`config.mk`:
```
export PLATFORM = sky130hd
export DESIGN_NAME = phase_sequencer
export DESIGN_NICKNAME = d
export VERILOG_FILES = /design/src/rtl/phase_sequencer.sv
export SDC_FILE = /design/constraint.sdc
export NUM_CORES = 1
export LEC_CHECK = 0
export ABC_AREA = 0
export ABC_CLOCK_PERIOD_IN_PS = 3250
export CORE_MARGIN = 5
export CORE_UTILIZATION = 52
export DETAILED_ROUTE_END_ITERATION = 8
export PLACE_DENSITY = 0.7
export SYNTH_ARGS = -nofsm -noshare
export SYNTH_HDL_FRONTEND = slang
export SYNTH_SLANG_ARGS = --single-unit
```
`constraint.sdc`:
```
create_clock -name clock -period 3.25 [get_ports clock]
set_input_delay 0.975 -clock clock [delete_from_list [all_inputs] [get_ports clock]]
set_output_delay 0.975 -clock clock [all_outputs]
set_load 0.01 [all_outputs]
```
`src/rtl/phase_sequencer.sv`:
```
// phase_sequencer
//   Programmable multi-channel enable-pulse generator. Each cycle of a period
//   emits one slot of a software-writable schedule as one-cycle enable pulses.
//   Run/halt, single-period step and stall controls let the datapath be
//   frozen, single-stepped or re-timed at run time.
//
// Ports
//   clock         sole clock, rising edge
//   reset         asynchronous active-high reset, clears all state
//   run           level, free-run request
//   step          in HALT with run=0, starts exactly one period
//   stall         freezes sequencing (highest priority after reset)
//   sched_we      schedule write strobe
//   sched_addr    slot index to write
//   sched_wdata   channel mask for that slot
//   len_we        period-length write strobe
//   len           new period length (1..NUM_SLOTS accepted)
//   phase         registered enable pulses
//   slot          index of the slot currently shown on phase
//   period_start  high while slot 0 is shown
//   period_end    high while the last slot of the period is shown
//   busy          high while a period is being emitted
module phase_sequencer #(
   parameter int unsigned NUM_CHANNELS = 3,
   parameter int unsigned NUM_SLOTS    = 8,
   localparam int unsigned SLOT_W      = (NUM_SLOTS > 1) ? $clog2(NUM_SLOTS) : 1,
   localparam int unsigned LEN_W       = SLOT_W + 1,
   parameter logic [NUM_CHANNELS*NUM_SLOTS-1:0] RESET_SCHEDULE = 24'h0002A2,
   parameter int unsigned RESET_LEN    = 8
) (
   input  logic                    clock,
   input  logic                    reset,
   input  logic                    run,
   input  logic                    step,
   input  logic                    stall,
   input  logic                    sched_we,
   input  logic [SLOT_W-1:0]       sched_addr,
   input  logic [NUM_CHANNELS-1:0] sched_wdata,
   input  logic                    len_we,
   input  logic [LEN_W-1:0]        len,
   output logic [NUM_CHANNELS-1:0] phase,
   output logic [SLOT_W-1:0]       slot,
   output logic                    period_start,
   output logic                    period_end,
   output logic                    busy
);

   typedef enum logic [1:0] {HALT, RUN, STEP} state_t;

   state_t                  state, state_n;
   logic [SLOT_W-1:0]       counter, counter_n;
   logic [LEN_W-1:0]        len_reg, active_len, active_len_n;
   logic [NUM_CHANNELS-1:0] sched [NUM_SLOTS];

   logic [NUM_CHANNELS-1:0] phase_n;
   logic [SLOT_W-1:0]       slot_n;
   logic                    start_n, end_n, busy_n;
   logic                    emit, emit_last;
   logic [SLOT_W-1:0]       emit_slot;

   // Slot 0 emission loads active_len from len_reg, so the last-slot test
   // for slot 0 must already use the pending length.
   function automatic logic slot_is_last(input logic [SLOT_W-1:0] s);
      logic [LEN_W-1:0] l;
      l = (s == '0) ? len_reg : active_len;
      return ({1'b0, s} == (l - LEN_W'(1)));
   endfunction

   // Schedule table and programmed length
   always_ff @(posedge clock or posedge reset) begin
      if (reset) begin
         for (int unsigned i = 0; i < NUM_SLOTS; i++)
            sched[i] <= RESET_SCHEDULE[i*NUM_CHANNELS +: NUM_CHANNELS];
         len_reg <= LEN_W'(RESET_LEN);
      end else begin
         if (sched_we && ({1'b0, sched_addr} < LEN_W'(NUM_SLOTS)))
            sched[sched_addr] <= sched_wdata;
         if (len_we && (len != '0) && (len <= LEN_W'(NUM_SLOTS)))
            len_reg <= len;
      end
   end

   // Sequencer state and registered outputs
   always_ff @(posedge clock or posedge reset) begin
      if (reset) begin
         state        <= HALT;
         counter      <= '0;
         active_len   <= LEN_W'(RESET_LEN);
         phase        <= '0;
         slot         <= '0;
         period_start <= 1'b0;
         period_end   <= 1'b0;
         busy         <= 1'b0;
      end else begin
         state        <= state_n;
         counter      <= counter_n;
         active_len   <= active_len_n;
         phase        <= phase_n;
         slot         <= slot_n;
         period_start <= start_n;
         period_end   <= end_n;
         busy         <= busy_n;
      end
   end

   always_comb begin
      state_n      = state;
      counter_n    = counter;
      active_len_n = active_len;
      phase_n      = '0;
      slot_n       = slot;
      start_n      = 1'b0;
      end_n        = 1'b0;
      emit         = 1'b0;
      emit_slot    = counter;
      emit_last    = 1'b0;

      if (!stall) begin
         case (state)
            HALT: begin
               if (run) begin
                  state_n   = RUN;
                  emit      = 1'b1;
                  emit_slot = '0;
               end else if (step) begin
                  // A one-slot period is complete at this very edge.
                  state_n   = slot_is_last('0) ? HALT : STEP;
                  emit      = 1'b1;
                  emit_slot = '0;
               end
            end
            RUN: begin
               emit = 1'b1;
               if (slot_is_last(counter) && !run)
                  state_n = HALT;
            end
            STEP: begin
               emit = 1'b1;
               if (slot_is_last(counter))
                  state_n = run ? RUN : HALT;
            end
            default: state_n = HALT;
         endcase
      end

      if (emit) begin
         emit_last = slot_is_last(emit_slot);
         phase_n   = sched[emit_slot];
         slot_n    = emit_slot;
         start_n   = (emit_slot == '0);
         end_n     = emit_last;
         counter_n = emit_last ? '0 : emit_slot + SLOT_W'(1);
         if (emit_slot == '0)
            active_len_n = len_reg;
      end

      // busy stays up through the cycle showing the last slot, and is held
      // across a stall inside a period.
      busy_n = emit | (stall & (state != HALT));
   end

endmodule

```
# Yosys cells after proc, flatten, opt, wreduce, memory -nomap -nowiden
# Cells that the tools add are included.
dict set report classes {
  magnitude_cmp 4
  addsub 4
  n_eq_ne 7
  n_reduce_logical 13
  mux 27
  bitwise 5
}
# op n
set ops {}
lappend ops {{two-way mux 3 bit} 9}
lappend ops {{bitwise mux 24 bit} 1}
lappend ops {{subtractor 4 x 1 -> 4 bit (second input constant)} 3}
lappend ops {{two-way mux 2 bit} 5}
lappend ops {{binary-select mux 3 bit (select 3 bit)} 1}
lappend ops {{demux 3 bit (select 3 bit)} 1}
lappend ops {{== test 3 x 4 -> 1 bit} 2}
lappend ops {{>= comparator 4 bit (second input constant)} 2}
lappend ops {{two-way mux 4 bit} 2}
lappend ops {{NOT 3 -> 4 bit} 2}
lappend ops {{logical NOT 3 bit} 2}
lappend ops {{two-way mux 1 bit} 6}
lappend ops {{one-hot mux 2 bit (3 select lines)} 1}
lappend ops {{<= comparator 4 bit (second input constant)} 1}
lappend ops {{logical AND 1 bit} 4}
lappend ops {{logical NOT 4 bit} 1}
lappend ops {{< comparator 4 x 1 -> 1 bit (second input constant)} 1}
lappend ops {{inequality test 2 bit (second input constant)} 2}
lappend ops {{AND reduction 4 bit} 1}
lappend ops {{nonzero test 4 bit} 1}
lappend ops {{adder 3 x 1 -> 3 bit (second input constant)} 1}
lappend ops {{inequality test 3 bit (second input constant)} 1}
lappend ops {{== test 2 x 1 -> 1 bit (second input constant)} 1}
lappend ops {{== test 2 bit (second input constant)} 1}
lappend ops {{other kinds (8)} 8}
dict set report totals {
  register_bits 46
  output_inout_bits 9
}

# Longest topological paths before layout
dict set report depth {
  word_depth 9
  depth_mapped 12
  mapped_depth_nobuf 11
}

# Worst setup path after synthesis
# No wires, ideal clock.
dict set report synth_path {
  path_type {input to register}
  from {input port step}
  to {register counter[2]}
  setup_slack_ps 155
  t_arrival_ps 2971
  cell_stages 10
  setup_time_ps 124
  n_path_buf 1
  required_time_ps 3126
  path_cell_list {o21ai_1 o21ai_1 buf_2 ha_1 and4b_1 a221oi_1 o22ai_1 or3_1 a21oi_2 nor3_1}
}
dict set report synth_via {
  elab_chain_len 9
}
# item line
set synth_lines {}
lappend synth_lines {{start, declared} 34} ;# input logic step,
lappend synth_lines {{two-way mux 3 bit} 125} ;# end else if (step) begin
lappend synth_lines {{two-way mux 3 bit} 121} ;# if (run) begin
lappend synth_lines {{two-way mux 3 bit} 119} ;# case (state)
lappend synth_lines {{two-way mux 3 bit} 118} ;# if (!stall) begin
lappend synth_lines {{logical NOT 3 bit} 65} ;# l = (s == '0) ? len_reg : active_len;
lappend synth_lines {{two-way mux 4 bit} n/a}
lappend synth_lines {{subtractor 4 x 1 -> 4 bit} 66} ;# return ({1'b0, s} == (l - LEN_W'(1)));
lappend synth_lines {{== test 3 x 4 -> 1 bit} 66}
lappend synth_lines {{two-way mux 3 bit} 152} ;# counter_n = emit_last ? '0 : emit_slot + SLOT_W'(1);
lappend synth_lines {{end signal, assigned} 96} ;# counter <= counter_n;
lappend synth_lines {{end, declared} 51} ;# logic [SLOT_W-1:0] counter, counter_n;
# Several ways; a longest one is shown, not always the timed one.
# A chain may end at the register's enable or synchronous reset.

# Worst setup path after layout
# Same ends and word-level chain as after synthesis.

==> impl_metrics.py <==
metrics = {
    "global_route": {
        "grt_pass1_wl_um": 9720,
        "grt_use_total": 0.193,
        "antenna_found_initial": 0,
        "grt_pass1_vias": 2045,
        "grt_max_degree": 47,
        "overflow": 0,
    },
    "sta": {
        "fin_skew_ps": 7.75,
        "setup_viol": 0,
        "holdWs_ps": 475,
        "drv_slew": 0,
        "rsz0062_at_grt": "no",
        "finalHoldViolCount": 0,
        "slew_headroom": 0.628,
        "clock.fmax_mhz": 329,
        "tns_ps": 0,
        "layout_setup_ws_ps": 207,
        "finalCritPeriodShare": 0.936,
        "worst_slew_pin_slew_ps": 558,
        "period_minus_slack_ps": 3040,
    },
    "clocking": {
        "cts_tree": "built",
        "cts_hold_buf": 0,
        "clk_pin_slew_ps": 80,
        "clk_latency_ps": 300,
        "clockRootBuffer": "clkbuf_8",
        "postCtsSetupRepairBufs": 0,
        "cts_max_level": 2,
        "cts_max_path_buffers": 2,
        "numCtsBuffers": 5,
        "cts_sinks": 46,
        "cts.repair.resized": 0,
    },
    "floorplanning": {
        "die_area_um2": 6590,
        "coreArea_um2": 4820,
        "initial_utilization": 0.546,
        "ioPinCount": 26,
        "rows": 25,
        "die_x_um": 81.2,
        "die_y_um": 81.2,
    },
    "yosys": {
        "async_reset_ff_frac": 1.00,
        "yosys.area.top_type": "dfrtp_1",
        "synthTopCellsByArea": "dfrtp_1 38%, mux2_2 7.3%, dfstp_2 6.0%",
        "synthesis.nets": 278,
        "yosysMostFrequentCell": "dfrtp_1",
        "synth_seq_cells": 46,
        "synth_top_area_frac": 0.380,
        "synth_cells": 254,
        "netlist_top_cells_count": "40 x dfrtp_1, 19 x nor2_1, 17 x mux2_2, 17 x nand2_1, 13 x a21oi_1",
        "yosys_warnings": 0,
        "synth_cell_types": 52,
        "avgSynthCellArea_um2": 10.4,
        "synth-main-ff-cell": "dfrtp_1",
        "synthesis.area_um2": 2630,
        "ys_seq_area_frac": 0.440,
        "synth-edff-count": 0,
    },
    "detailed_routing": {
        "vias_per_cell": 5.65,
        "wire_per_inst_um": 15.3,
        "drc_errors": 0,
        "final_antenna_net_count": 0,
        "dr.first_iter.drc_count": 114,
        "dr.pass1.iters": 5,
        "vias": 2040,
        "wirelength_um": 5540,
    },
    "final_layout": {
        "largest_reg_flops": 24,
        "syn_to_final_growth_pct": 20.6,
        "layout.nets": 317,
        "fin_area_um2": 3170,
        "n_antenna_cell": 0,
        "drive_gt1_frac": 0.194,
        "finalNonFillerCells": 361,
    },
    "place": {
        "pre_cts_ws_ps": -96.2,
        "io_buffers": 25,
        "gp_congestion": 0.836,
        "post-dp-hpwl_um": 4080,
        "placed_area_um2": 3030,
        "dp_cells": 353,
    },
    "power_and_ir_drop": {
        "ir_worst_vdd_mv": 0.419,
        "power.density_nw_per_um2": 843,
        "leakagePower_nw": 1.34,
    },
    "worst_setup_path": {
        "cp-start-kind": "input pin",
        "worstPathMaxFanout": 5,
        "cp.required_ps": 3430,
        "cp.arrival_ps": 3230,
        "worstSetupPathType": "in -> reg",
        "cp-end-kind": "flop",
    },
    "run_status": {
        "outcome": "finished, final reports clean",
    },
    "hold_path": {
        "hold_class": "reg -> reg",
    },
    "run": {
        "cap_violations": 0,
    },
}
routing by layer:
metal  share of wire  wire length, µm  vias up  GRT usage
li1                -                -     1015          -
met1            0.45             2500      971      0.252
met2            0.49             2700       41      0.314
met3           0.039              217       13     0.0377
met4           0.022              122        0     0.0777
met5               0                0        -          0
per-stage QoR:
step	power [mW]	util
finish	2.67	0.659
global route	2.91	0.659
CTS	2.70	0.659
detailed placement	2.17	0.629
global placement	2.15	0.629
floorplan	1.78	-
cells by family (layout without fill, tap and decap cells):
kind of cell,count (synthesis),after routing,synth area share
AND/OR/NAND/NOR,68,68,0.135
AO/OA/AOI/OAI,65,65,0.164
flip-flops,46,46,0.440
multiplexers,41,41,0.170
buffers and inverters,22,62,0.0409
adder cells (fa/ha/maj),7,7,0.0333
XOR/XNOR,5,5,0.0166
power by group:
| part | total [mW] | switching [mW] | internal (mW) |
|---|---|---|---|
| sequential | 0.884 | 0.134 | 0.750 |
| clock | 0.516 | 0.188 | 0.328 |
| combinational | 1.27 | 0.659 | 0.616 |
| total | 2.67 | 0.981 | 1.69 |
layout make-up:
cell class	count	area, µm²
timing repair buffer	42	378
tap	67	83.8
fill	428	1640
inverter	12	45.0
multi-input combinational	186	1370
clock buffer	6	82.6
clock inverter	2	60.1
sequential	46	1160
cells in the final DEF (no fill, tap or decap), types with 4 or more instances in the layout:
cell / synthesis / layout
dfrtp_1: 40 / 40
clkdlybuf4s50_1: 0 / 25
nor2_1: 19 / 19
mux2_2: 17 / 17
nand2_1: 17 / 17
buf_4: 1 / 17
a21oi_1: 13 / 13
mux2_1: 12 / 12
mux2i_1: 12 / 12
o21ai_1: 11 / 11
inv_1: 11 / 10
o21ai_0: 10 / 10
nor3_1: 7 / 7
ha_1: 7 / 7
dfstp_2: 6 / 6
clkbuf_8: 0 / 6
xnor2_1: 5 / 5
nor2b_1: 4 / 4
a22oi_1: 4 / 4
worst max-delay path: stages:
cell             delay [ps]
clkdlybuf4s50_1         480
o21ai_1                 100
buf_4                   150
o21ai_2                 130
ha_1                    260
nor2b_1                  90
a221oi_1                280
o22ai_1                 160
or3_1                   340
a21oi_2                 180
nor3_1                   80
path summary, 6_finish.rpt:
| check | from | end | depth (start not counted) | slack, ps |
|---|---|---|---|---|
| setup / recovery | step | counter[2]$_DFFE_PP0P_ | 11 | 210 |
| hold / removal | slot[1]$_DFFE_PP0P_ | slot[1]$_DFFE_PP0P_ | 1 | 480 |
| setup reg to reg | state[0]$_DFFE_PP0P_ | counter[2]$_DFFE_PP0P_ | 12 | 590 |
| hold reg to reg | slot[1]$_DFFE_PP0P_ | slot[1]$_DFFE_PP0P_ | 1 | 480 |
| max in group asynchronous | reset | counter[2]$_DFFE_PP0P_ | 3 | 1740 |
| min in group asynchronous | reset | sched[4]$_DFFE_PP0P_ | 3 | 1120 |
(Power assumes the default switching activity.)
